**src/rtl/axi4_clint_slave_if.sv**
```systemverilog
// AXI4 single-beat bus bundle between the CPU's cacheless data port (master)
// and the core-local interruptor (slave).
// Ports: AW channel (awvalid/awready/awaddr/awsize), W channel
// (wvalid/wready/wdata/wstrb/wlast), B channel (bvalid/bready/bresp),
// AR channel (arvalid/arready/araddr/arsize), R channel
// (rvalid/rready/rdata/rresp/rlast).
interface axi4_clint_slave_if;
  logic        awvalid;
  logic        awready;
  logic [31:0] awaddr;
  logic [2:0]  awsize;
  logic        wvalid;
  logic        wready;
  logic [63:0] wdata;
  logic [7:0]  wstrb;
  logic        wlast;
  logic        bvalid;
  logic        bready;
  logic [1:0]  bresp;
  logic        arvalid;
  logic        arready;
  logic [31:0] araddr;
  logic [2:0]  arsize;
  logic        rvalid;
  logic        rready;
  logic [63:0] rdata;
  logic [1:0]  rresp;
  logic        rlast;

  modport slave (
    input  awvalid, awaddr, awsize, wvalid, wdata, wstrb, wlast, bready,
           arvalid, araddr, arsize, rready,
    output awready, wready, bvalid, bresp, arready, rvalid, rdata, rresp, rlast
  );

  modport master (
    output awvalid, awaddr, awsize, wvalid, wdata, wstrb, wlast, bready,
           arvalid, araddr, arsize, rready,
    input  awready, wready, bvalid, bresp, arready, rvalid, rdata, rresp, rlast
  );
endinterface

```
**src/rtl/axi4_clint_slave.sv**
```systemverilog
// Core-local interruptor behind an AXI4 single-beat slave port.
// Holds msip, mtimecmp and a prescaled free-running mtime; drives the machine
// timer/software interrupt lines and the rdtime value back to the CPU.
// Ports:
//   clk            - clock
//   reset          - asynchronous active-low reset
//   axi_dp         - AXI4 slave bundle (see axi4_clint_slave_if)
//   mtime          - current time for the CPU rdtime input
//   int_m_timer    - registered (mtime >= mtimecmp), unsigned 64-bit
//   int_m_software - msip bit 0
//
// state  | meaning
// W_IDLE | collecting AW and W (either order); commit when both are held
// W_RESP | write response pending, bvalid held until bready
// R_IDLE | arready high, read data registered on the AR handshake
// R_DATA | rvalid/rlast high, rdata/rresp held until rready
module axi4_clint_slave #(
  parameter logic [31:0] BASE_ADDR = 32'h0200_0000,
  parameter int unsigned TICK_DIV  = 100
) (
  input  logic                     clk,
  input  logic                     reset,
  axi4_clint_slave_if.slave        axi_dp,
  output logic [63:0]              mtime,
  output logic                     int_m_timer,
  output logic                     int_m_software
);
  typedef enum logic {W_IDLE, W_RESP} w_state_t;
  typedef enum logic {R_IDLE, R_DATA} r_state_t;

  localparam logic [12:0] SEL_MSIP     = 13'h0000; // offset 0x0000 >> 3
  localparam logic [12:0] SEL_MTIMECMP = 13'h0800; // offset 0x4000 >> 3
  localparam logic [12:0] SEL_MTIME    = 13'h17FF; // offset 0xBFF8 >> 3

  w_state_t    w_state, w_state_nxt;
  r_state_t    r_state, r_state_nxt;
  logic        aw_got, w_got, aw_got_nxt, w_got_nxt;
  logic [31:0] aw_addr_q;
  logic [63:0] wdata_q;
  logic [7:0]  wstrb_q;
  logic [1:0]  bresp_q, rresp_q;
  logic [63:0] rdata_q;
  logic        msip, msip_nxt;
  logic [63:0] mtimecmp, mtimecmp_nxt, mtime_nxt;
  logic [31:0] prescaler;
  logic        tick;

  // Handshakes depend only on state, never on the ready outputs themselves.
  logic aw_rdy, w_rdy, aw_hs, w_hs, ar_hs, wr_commit;
  assign aw_rdy = (w_state == W_IDLE) && !aw_got;
  assign w_rdy  = (w_state == W_IDLE) && !w_got;
  assign aw_hs  = axi_dp.awvalid && aw_rdy;
  assign w_hs   = axi_dp.wvalid && w_rdy;
  assign ar_hs  = axi_dp.arvalid && (r_state == R_IDLE);

  // The write may commit in the same cycle the last half arrives, so the
  // effective address/data bypass the capture registers.
  logic [31:0] wr_addr, wr_off, rd_off;
  logic [63:0] wr_data;
  logic [7:0]  wr_strb;
  assign wr_addr = aw_got ? aw_addr_q : axi_dp.awaddr;
  assign wr_data = w_got ? wdata_q : axi_dp.wdata;
  assign wr_strb = w_got ? wstrb_q : axi_dp.wstrb;
  assign wr_off  = wr_addr - BASE_ADDR;
  assign rd_off  = axi_dp.araddr - BASE_ADDR;

  logic wr_msip, wr_cmp, wr_time, wr_err;
  logic rd_msip, rd_cmp, rd_time;
  assign wr_msip = (wr_off[31:16] == 16'h0) && (wr_off[15:3] == SEL_MSIP);
  assign wr_cmp  = (wr_off[31:16] == 16'h0) && (wr_off[15:3] == SEL_MTIMECMP);
  assign wr_time = (wr_off[31:16] == 16'h0) && (wr_off[15:3] == SEL_MTIME);
  assign wr_err  = !(wr_msip || wr_cmp || wr_time);
  assign rd_msip = (rd_off[31:16] == 16'h0) && (rd_off[15:3] == SEL_MSIP);
  assign rd_cmp  = (rd_off[31:16] == 16'h0) && (rd_off[15:3] == SEL_MTIMECMP);
  assign rd_time = (rd_off[31:16] == 16'h0) && (rd_off[15:3] == SEL_MTIME);

  logic unused_bits;
  assign unused_bits = ^{wr_off[2:0], rd_off[2:0], axi_dp.awsize, axi_dp.wlast,
                         axi_dp.arsize};

  function automatic logic [63:0] merge(input logic [63:0] old_v,
                                        input logic [63:0] new_v,
                                        input logic [7:0]  strb);
    logic [63:0] res;
    for (int i = 0; i < 8; i++) begin
      res[8*i +: 8] = strb[i] ? new_v[8*i +: 8] : old_v[8*i +: 8];
    end
    return res;
  endfunction

  always_ff @(posedge clk or negedge reset) begin
    if (!reset) begin
      w_state   <= W_IDLE;
      r_state   <= R_IDLE;
      aw_got    <= 1'b0;
      w_got     <= 1'b0;
      aw_addr_q <= '0;
      wdata_q   <= '0;
      wstrb_q   <= '0;
      bresp_q   <= 2'b00;
      rresp_q   <= 2'b00;
      rdata_q   <= '0;
    end else begin
      w_state <= w_state_nxt;
      r_state <= r_state_nxt;
      aw_got  <= aw_got_nxt;
      w_got   <= w_got_nxt;
      if (aw_hs) aw_addr_q <= axi_dp.awaddr;
      if (w_hs) begin
        wdata_q <= axi_dp.wdata;
        wstrb_q <= axi_dp.wstrb;
      end
      if (wr_commit) bresp_q <= wr_err ? 2'b10 : 2'b00;
      if (ar_hs) begin
        rresp_q <= (rd_msip || rd_cmp || rd_time) ? 2'b00 : 2'b10;
        rdata_q <= rd_msip ? {63'h0, msip} :
                   rd_cmp  ? mtimecmp :
                   rd_time ? mtime : 64'h0;
      end
    end
  end

  always_comb begin
    w_state_nxt = w_state;
    aw_got_nxt  = aw_got;
    w_got_nxt   = w_got;
    wr_commit   = 1'b0;
    case (w_state)
      W_IDLE: begin
        if (aw_hs) aw_got_nxt = 1'b1;
        if (w_hs) w_got_nxt = 1'b1;
        if ((aw_got || aw_hs) && (w_got || w_hs)) begin
          wr_commit   = 1'b1;
          aw_got_nxt  = 1'b0;
          w_got_nxt   = 1'b0;
          w_state_nxt = W_RESP;
        end
      end
      W_RESP: if (axi_dp.bready) w_state_nxt = W_IDLE;
      default: w_state_nxt = W_IDLE;
    endcase
  end

  always_comb begin
    r_state_nxt = r_state;
    case (r_state)
      R_IDLE:  if (axi_dp.arvalid) r_state_nxt = R_DATA;
      R_DATA:  if (axi_dp.rready) r_state_nxt = R_IDLE;
      default: r_state_nxt = R_IDLE;
    endcase
  end

  assign axi_dp.awready = aw_rdy;
  assign axi_dp.wready  = w_rdy;
  assign axi_dp.bvalid  = (w_state == W_RESP);
  assign axi_dp.bresp   = bresp_q;
  assign axi_dp.arready = (r_state == R_IDLE);
  assign axi_dp.rvalid  = (r_state == R_DATA);
  assign axi_dp.rlast   = (r_state == R_DATA);
  assign axi_dp.rdata   = rdata_q;
  assign axi_dp.rresp   = rresp_q;

  // A bus write to mtime replaces that cycle's increment; unwritten bytes keep
  // the pre-increment value.
  always_comb begin
    tick         = (prescaler == 32'(TICK_DIV - 1));
    msip_nxt     = msip;
    mtimecmp_nxt = mtimecmp;
    mtime_nxt    = tick ? mtime + 64'd1 : mtime;
    if (wr_commit) begin
      if (wr_msip && wr_strb[0]) msip_nxt = wr_data[0];
      if (wr_cmp) mtimecmp_nxt = merge(mtimecmp, wr_data, wr_strb);
      if (wr_time) mtime_nxt = merge(mtime, wr_data, wr_strb);
    end
  end

  always_ff @(posedge clk or negedge reset) begin
    if (!reset) begin
      msip        <= 1'b0;
      mtimecmp    <= 64'hFFFF_FFFF_FFFF_FFFF;
      mtime       <= 64'h0;
      prescaler   <= 32'h0;
      int_m_timer <= 1'b0;
    end else begin
      msip        <= msip_nxt;
      mtimecmp    <= mtimecmp_nxt;
      mtime       <= mtime_nxt;
      prescaler   <= tick ? 32'h0 : prescaler + 32'h1;
      int_m_timer <= (mtime_nxt >= mtimecmp_nxt);
    end
  end

  assign int_m_software = msip;
endmodule

```
**src/flat_wrapper.sv**
```systemverilog
// flat-port wrapper written by rule: the top's interface ports become plain ports
module axi4_clint_slave_flat 
#(
  parameter logic [31:0] BASE_ADDR = 32'h0200_0000,
  parameter int unsigned TICK_DIV  = 100
)
  (clk, reset, mtime, int_m_timer, int_m_software, axi_dp_awvalid, axi_dp_awaddr, axi_dp_awsize, axi_dp_wvalid, axi_dp_wdata, axi_dp_wstrb, axi_dp_wlast, axi_dp_bready, axi_dp_arvalid, axi_dp_araddr, axi_dp_arsize, axi_dp_rready, axi_dp_awready, axi_dp_wready, axi_dp_bvalid, axi_dp_bresp, axi_dp_arready, axi_dp_rvalid, axi_dp_rdata, axi_dp_rresp, axi_dp_rlast);
  axi4_clint_slave_if axi_dp_i ();
  input  logic clk;
  input  logic reset;
  output logic [63:0] mtime;
  output logic int_m_timer;
  output logic int_m_software;
  input wire logic [$bits(axi_dp_i.awvalid)-1:0] axi_dp_awvalid;
  input wire logic [$bits(axi_dp_i.awaddr)-1:0] axi_dp_awaddr;
  input wire logic [$bits(axi_dp_i.awsize)-1:0] axi_dp_awsize;
  input wire logic [$bits(axi_dp_i.wvalid)-1:0] axi_dp_wvalid;
  input wire logic [$bits(axi_dp_i.wdata)-1:0] axi_dp_wdata;
  input wire logic [$bits(axi_dp_i.wstrb)-1:0] axi_dp_wstrb;
  input wire logic [$bits(axi_dp_i.wlast)-1:0] axi_dp_wlast;
  input wire logic [$bits(axi_dp_i.bready)-1:0] axi_dp_bready;
  input wire logic [$bits(axi_dp_i.arvalid)-1:0] axi_dp_arvalid;
  input wire logic [$bits(axi_dp_i.araddr)-1:0] axi_dp_araddr;
  input wire logic [$bits(axi_dp_i.arsize)-1:0] axi_dp_arsize;
  input wire logic [$bits(axi_dp_i.rready)-1:0] axi_dp_rready;
  output wire logic [$bits(axi_dp_i.awready)-1:0] axi_dp_awready;
  output wire logic [$bits(axi_dp_i.wready)-1:0] axi_dp_wready;
  output wire logic [$bits(axi_dp_i.bvalid)-1:0] axi_dp_bvalid;
  output wire logic [$bits(axi_dp_i.bresp)-1:0] axi_dp_bresp;
  output wire logic [$bits(axi_dp_i.arready)-1:0] axi_dp_arready;
  output wire logic [$bits(axi_dp_i.rvalid)-1:0] axi_dp_rvalid;
  output wire logic [$bits(axi_dp_i.rdata)-1:0] axi_dp_rdata;
  output wire logic [$bits(axi_dp_i.rresp)-1:0] axi_dp_rresp;
  output wire logic [$bits(axi_dp_i.rlast)-1:0] axi_dp_rlast;
  assign axi_dp_i.awvalid = axi_dp_awvalid;
  assign axi_dp_i.awaddr = axi_dp_awaddr;
  assign axi_dp_i.awsize = axi_dp_awsize;
  assign axi_dp_i.wvalid = axi_dp_wvalid;
  assign axi_dp_i.wdata = axi_dp_wdata;
  assign axi_dp_i.wstrb = axi_dp_wstrb;
  assign axi_dp_i.wlast = axi_dp_wlast;
  assign axi_dp_i.bready = axi_dp_bready;
  assign axi_dp_i.arvalid = axi_dp_arvalid;
  assign axi_dp_i.araddr = axi_dp_araddr;
  assign axi_dp_i.arsize = axi_dp_arsize;
  assign axi_dp_i.rready = axi_dp_rready;
  assign axi_dp_awready = axi_dp_i.awready;
  assign axi_dp_wready = axi_dp_i.wready;
  assign axi_dp_bvalid = axi_dp_i.bvalid;
  assign axi_dp_bresp = axi_dp_i.bresp;
  assign axi_dp_arready = axi_dp_i.arready;
  assign axi_dp_rvalid = axi_dp_i.rvalid;
  assign axi_dp_rdata = axi_dp_i.rdata;
  assign axi_dp_rresp = axi_dp_i.rresp;
  assign axi_dp_rlast = axi_dp_i.rlast;
  axi4_clint_slave #(.BASE_ADDR(BASE_ADDR), .TICK_DIV(TICK_DIV)) u_core (.clk(clk), .reset(reset), .axi_dp(axi_dp_i), .mtime(mtime), .int_m_timer(int_m_timer), .int_m_software(int_m_software));
endmodule
```
**config.mk**
```make
export PLATFORM = sky130hd
export DESIGN_NAME = axi4_clint_slave_flat
export DESIGN_NICKNAME = d
export VERILOG_FILES = /design/src/rtl/axi4_clint_slave_if.sv /design/src/rtl/axi4_clint_slave.sv /design/src/flat_wrapper.sv
export SDC_FILE = /design/constraint.sdc
export NUM_CORES = 1
export LEC_CHECK = 0
export CAP_MARGIN = 40
export CORE_ASPECT_RATIO = 0.5
export CORE_MARGIN = 1
export CORE_UTILIZATION = 35
export DETAILED_ROUTE_END_ITERATION = 10
export GPL_ROUTABILITY_DRIVEN = 0
export GPL_TIMING_DRIVEN = 0
export PLACE_DENSITY = 0.57
export SLEW_MARGIN = 0
export SYNTH_ARGS = -nofsm -noshare
export SYNTH_HDL_FRONTEND = slang
export SYNTH_SLANG_ARGS = --single-unit
```
**constraint.sdc**
```tcl
create_clock -name clk -period 4.1 [get_ports clk]
set_input_delay 1.23 -clock clk [delete_from_list [all_inputs] [get_ports clk]]
set_output_delay 1.23 -clock clk [all_outputs]
set_load 0.1 [all_outputs]
```
==> impl_results.md <==
* Ports at 290
* Global-route wire length before repair at 103500 um
* Arrival time of data at the critical path endpoint at 5.04 ns
* Count of port buffers added during placement at 274
* Horiz. Die Dim at 323.7 um
* Area of the core at 50650 um2
* Average cell area after synthesis at 10.33 um2
* Post-placement setup slack at -2.400 ns
* Average vias per placed instance at 5.633
* Period utilization at 112.7%
* Overall fraction of global-route tracks in use at 25.88%
* Proportion of register bits with asynchronous set or reset after synthesis at 100.0%
* Setup crit end kind: flop
* Area of the die at 52700 um2
* Overflow after GRT at 0
* Starting density of the core at 35.74%
* Worst hold-check path type: flop to flop
* Crit-path most repeated cell: sky130_fd_sc_hd__buf_6
* Number of nets in the final layout at 2484
* Drt drc at 0
* Critical path's top delay family: compound AO/OA/AOI/OAI gates
* Routed wirelength normalized by instance count at 23.30 um
* Number of vias in the routed layout at 16815
* Number of antenna violations at the first check in global routing at 2
* Proportion of synthesized chip area in sequential cells at 46.47%
* Worst vdd rail ir drop at 0.2594 mV
* Drt first-iter violations at 1435
* Final setup violation count at 1
* Data required time of the worst path at 4.52 ns
* Commonest non-fill, non-tap cell in the layout: sky130_fd_sc_hd__dfrtp_1
* Main flop type after synthesis: sky130_fd_sc_hd__dfrtp_1
* Post-synthesis to final-layout area growth at 50.69%
* Hold violation count in the final report at 0
* Antenna viol nets, final at 0
* Power density over cell area at 388.0 nW/um2
* M1 WL at 30010 um
* Worst-case clock buffer depth at 3
* Post-DP Area at 24740 um2
* Worst-path fanout max at 5
* Met2 WL post-DR at 31490 um
* Number of synthesized register bits at 333
* Worst Max-Slew Pin Slew at 0.8073 ns
* Critical-path cell list: buf_2 > or2_1 > o221a_4 > a2111o_1 > clkbuf_16 > buf_6 > buf_6 > or3_4 > nand3b_1 > o221ai_2 > ha_1 > and4_4 > a221oi_4 > o22ai_2 > nor4_2 > o21ai_1
* Clock latency on the worst-skew pair at 0.55 ns
* RSZ-0062 raised after global routing: true
* Cells after synthesis at 1753
* Post-Synthesis Cell Area at 18110 um2
* Number of enable-type register cells in the synthesized netlist at 0
* Status: complete, but fails checks
* Max-cap viol count at 0
* Static power due to leakage at 11.05 nW
* Met3 wire length at 5758 um
* CTS Hold Buffers Added at 0
* Final instance area at 27280 um2
* Largest stage delay, worst path at 0.51 ns
* Largest net degree at the start of global routing at 112
* First-pass iteration count of the detailed router at 8
* Standard-cell row count at 58
* Crit path time final at 4.619 ns
* Final WS setup at -0.5188 ns
* Post-DP HPWL at 51480 um
* Worst setup SP type: primary input
* Number of buffers inserted during clock tree synthesis at 36
* Count of fill cells added during filler insertion at 4398
* Maximum achievable frequency at 216.5 MHz
* Height of the die at 162.8 um
* Max stage delay cell, worst path: sky130_fd_sc_hd__a2111o_1
* CP Buf/Inv Count at 4
* Setup CP Type: primary input to flop
* Post-CTS clock slew at the launch and capture registers of the worst setup and hold paths at 0.07 ns
* Clock tree from TritonCTS: yes
* Final Skew at 0.02209 ns
* Warnings, synthesis at 0
* Uppermost signal routing layer after detailed routing: met4
* Failing checks: negative setup slack
* Layout cell share with drive strength beyond 1 at 26.77%
* CTS Root Buffer Type: sky130_fd_sc_hd__clkbuf_16
* Commonest non-fill, non-tap cells in the layout: sky130_fd_sc_hd__dfrtp_1, sky130_fd_sc_hd__clkdlybuf4s50_1, sky130_fd_sc_hd__nand2_1
* Drt total wl at 69560 um
* Worst relative slew slack at 46.18%
* Total count of max-transition violations in the final report at 0
* Post-synthesis cell type count at 81
* Vias in the first global route at 16930
* Clock sink count at 333
* CTS H-Tree Depth at 2
-- where the power goes --
part           internal [mW]  leakage, nW  switching [mW]
clock                   2.00        0.587            1.44
combinational           1.32         6.42            1.68
sequential              3.83         4.04           0.306
-- area by class of cell --
cell class,instances,area (um2),area share (%)
Timing Repair Buffer,479,6120,22.43
Multi-Input combinational cell,1290,9988,36.61
Inverter,39,146.4,0.5365
Tap cell,690,863.3,3.164
Clock inverter,11,166.4,0.6099
Buffer,87,540.5,1.981
Clock buffer,55,1033,3.788
Antenna cell,1,2.502,0.009172
Sequential cell,333,8423,30.87
-- Yosys cell counts (4+ instances only) --
cell type,number,area (um2)
sky130_fd_sc_hd__a211oi_1,34,255.2
sky130_fd_sc_hd__a21oi_1,35,175.2
sky130_fd_sc_hd__and3_1,31,193.9
sky130_fd_sc_hd__nand2_1,178,668.1
sky130_fd_sc_hd__o2111ai_1,7,61.31
sky130_fd_sc_hd__and4_1,17,148.9
sky130_fd_sc_hd__o22ai_1,10,62.56
sky130_fd_sc_hd__nor3_1,40,200.2
sky130_fd_sc_hd__nor2_1,75,281.5
sky130_fd_sc_hd__o32a_1,4,40.04
sky130_fd_sc_hd__mux2i_1,73,730.7
sky130_fd_sc_hd__a31o_2,4,35.03
sky130_fd_sc_hd__xor2_1,5,43.79
sky130_fd_sc_hd__mux2_2,126,1419
sky130_fd_sc_hd__and2_1,14,87.58
sky130_fd_sc_hd__a21o_1,6,45.04
sky130_fd_sc_hd__o21a_1,58,435.4
sky130_fd_sc_hd__nand4_1,52,325.3
sky130_fd_sc_hd__xnor2_1,28,245.2
sky130_fd_sc_hd__o32ai_1,7,61.31
sky130_fd_sc_hd__nor2b_1,5,31.28
sky130_fd_sc_hd__nor4_1,26,162.7
sky130_fd_sc_hd__inv_1,39,146.4
sky130_fd_sc_hd__clkbuf_1,73,274.0
sky130_fd_sc_hd__a32o_1,6,60.06
sky130_fd_sc_hd__o21ai_0,137,685.7
sky130_fd_sc_hd__a22oi_1,65,488.0
sky130_fd_sc_hd__buf_2,9,45.04
sky130_fd_sc_hd__a221oi_1,16,140.1
sky130_fd_sc_hd__o221ai_1,4,35.03
sky130_fd_sc_hd__nand3_1,59,295.3
sky130_fd_sc_hd__buf_1,7,26.28
sky130_fd_sc_hd__ha_1,68,850.8
sky130_fd_sc_hd__o211ai_1,5,37.54
sky130_fd_sc_hd__a2111o_1,4,45.04
sky130_fd_sc_hd__nand2b_1,7,43.79
sky130_fd_sc_hd__dfrtp_1,269,6731
sky130_fd_sc_hd__dfstp_2,64,1682
sky130_fd_sc_hd__a31oi_1,4,25.02
sky130_fd_sc_hd__a22o_1,4,35.03
sky130_fd_sc_hd__nor4b_1,6,52.55
sky130_fd_sc_hd__or3_1,4,25.02
sky130_fd_sc_hd__a211o_1,7,61.31
-- layer usage --
metal	global-route usage, %	up-vias
met1	34.91	8431
met4	8.919	0
met2	40.41	604
met3	6.441	137
met5	0	-
li1	-	7643
-- stage by stage --
step,cells,hold WS (ns),power (mW),setup TNS [ns],utilization (%)
after detailed placement,2873,0.4693,7.027,-28.76,48.83
after CTS,2964,0.4822,10.57,-0.5694,52.62
after floorplan,1754,0.4468,5.856,-0.2809,-
after global routing,2985,0.4993,10.99,-0.5798,53.86
after global placement,2718,0.4656,6.817,-4336.65,43.07
final,2985,0.4773,10.59,-0.5188,53.86
-- flip-flops by register name (all words and copies together) (netlist names) --
register	count
u_core.axi_dp.rlast	1
u_core.int_m_timer	1
u_core.axi_dp.bresp	1
u_core.prescaler	32
u_core.wdata_q	64
u_core.int_m_software	1
u_core.aw_addr_q	29
u_core.mtimecmp	64
u_core.axi_dp.rresp	1
u_core.axi_dp.bvalid	1
u_core.mtime	64
u_core.w_got	1
u_core.axi_dp.rdata	64
u_core.wstrb_q	8
u_core.aw_got	1
-- worst register-to-register path: cells and delay by family, from the launching register on --
family,cells,cell delay (ns)
buf+inv,6,0.83
simple gates,4,1.02
mux,1,0.21
fa+ha+maj,2,0.51
compound gates,6,1.55
flops,1,0.32
-- worst paths after layout --
path	startpoint	end	slack (ns)	cells after the start
worst min-delay path	u_core.axi_dp.rdata[45]	u_core.axi_dp.rdata[45]	0.48	2
max in group asynchronous	reset	u_core.mtimecmp[47]	1.72	4
worst max-delay path	axi_dp_awaddr[27]	u_core.int_m_timer	-0.52	16
min in group asynchronous	reset	u_core.aw_addr_q[19]	0.64	1
worst max register to register	u_core.aw_got	u_core.int_m_timer	-0.46	19
worst min register to register	u_core.axi_dp.rdata[45]	u_core.axi_dp.rdata[45]	0.48	2
-- what timing repair did --
action                                  4_1_cts  5_1_grt
pin swaps                                    33       51
endpoints found under the setup margin        3        2
gates resized for setup                     179      115
cloned                                        0        2
setup buffers                                27       21
-- cell families (layout without fill, tap and decap cells) --
group / count (synthesis) / in the layout / share of synthesized area, %
AOI/OAI and AO/OA: 454 / 454 / 17.51
xor gates and xnor gates: 33 / 33 / 1.596
adders and majority gates: 68 / 68 / 4.699
buffers and inverters: 131 / 671 / 2.840
DFF: 333 / 333 / 46.47
muxes: 199 / 199 / 11.87
other: 1 / 3 / 0.02071
and+or+nand+nor: 534 / 534 / 15.00
(Power assumes the default switching activity.)
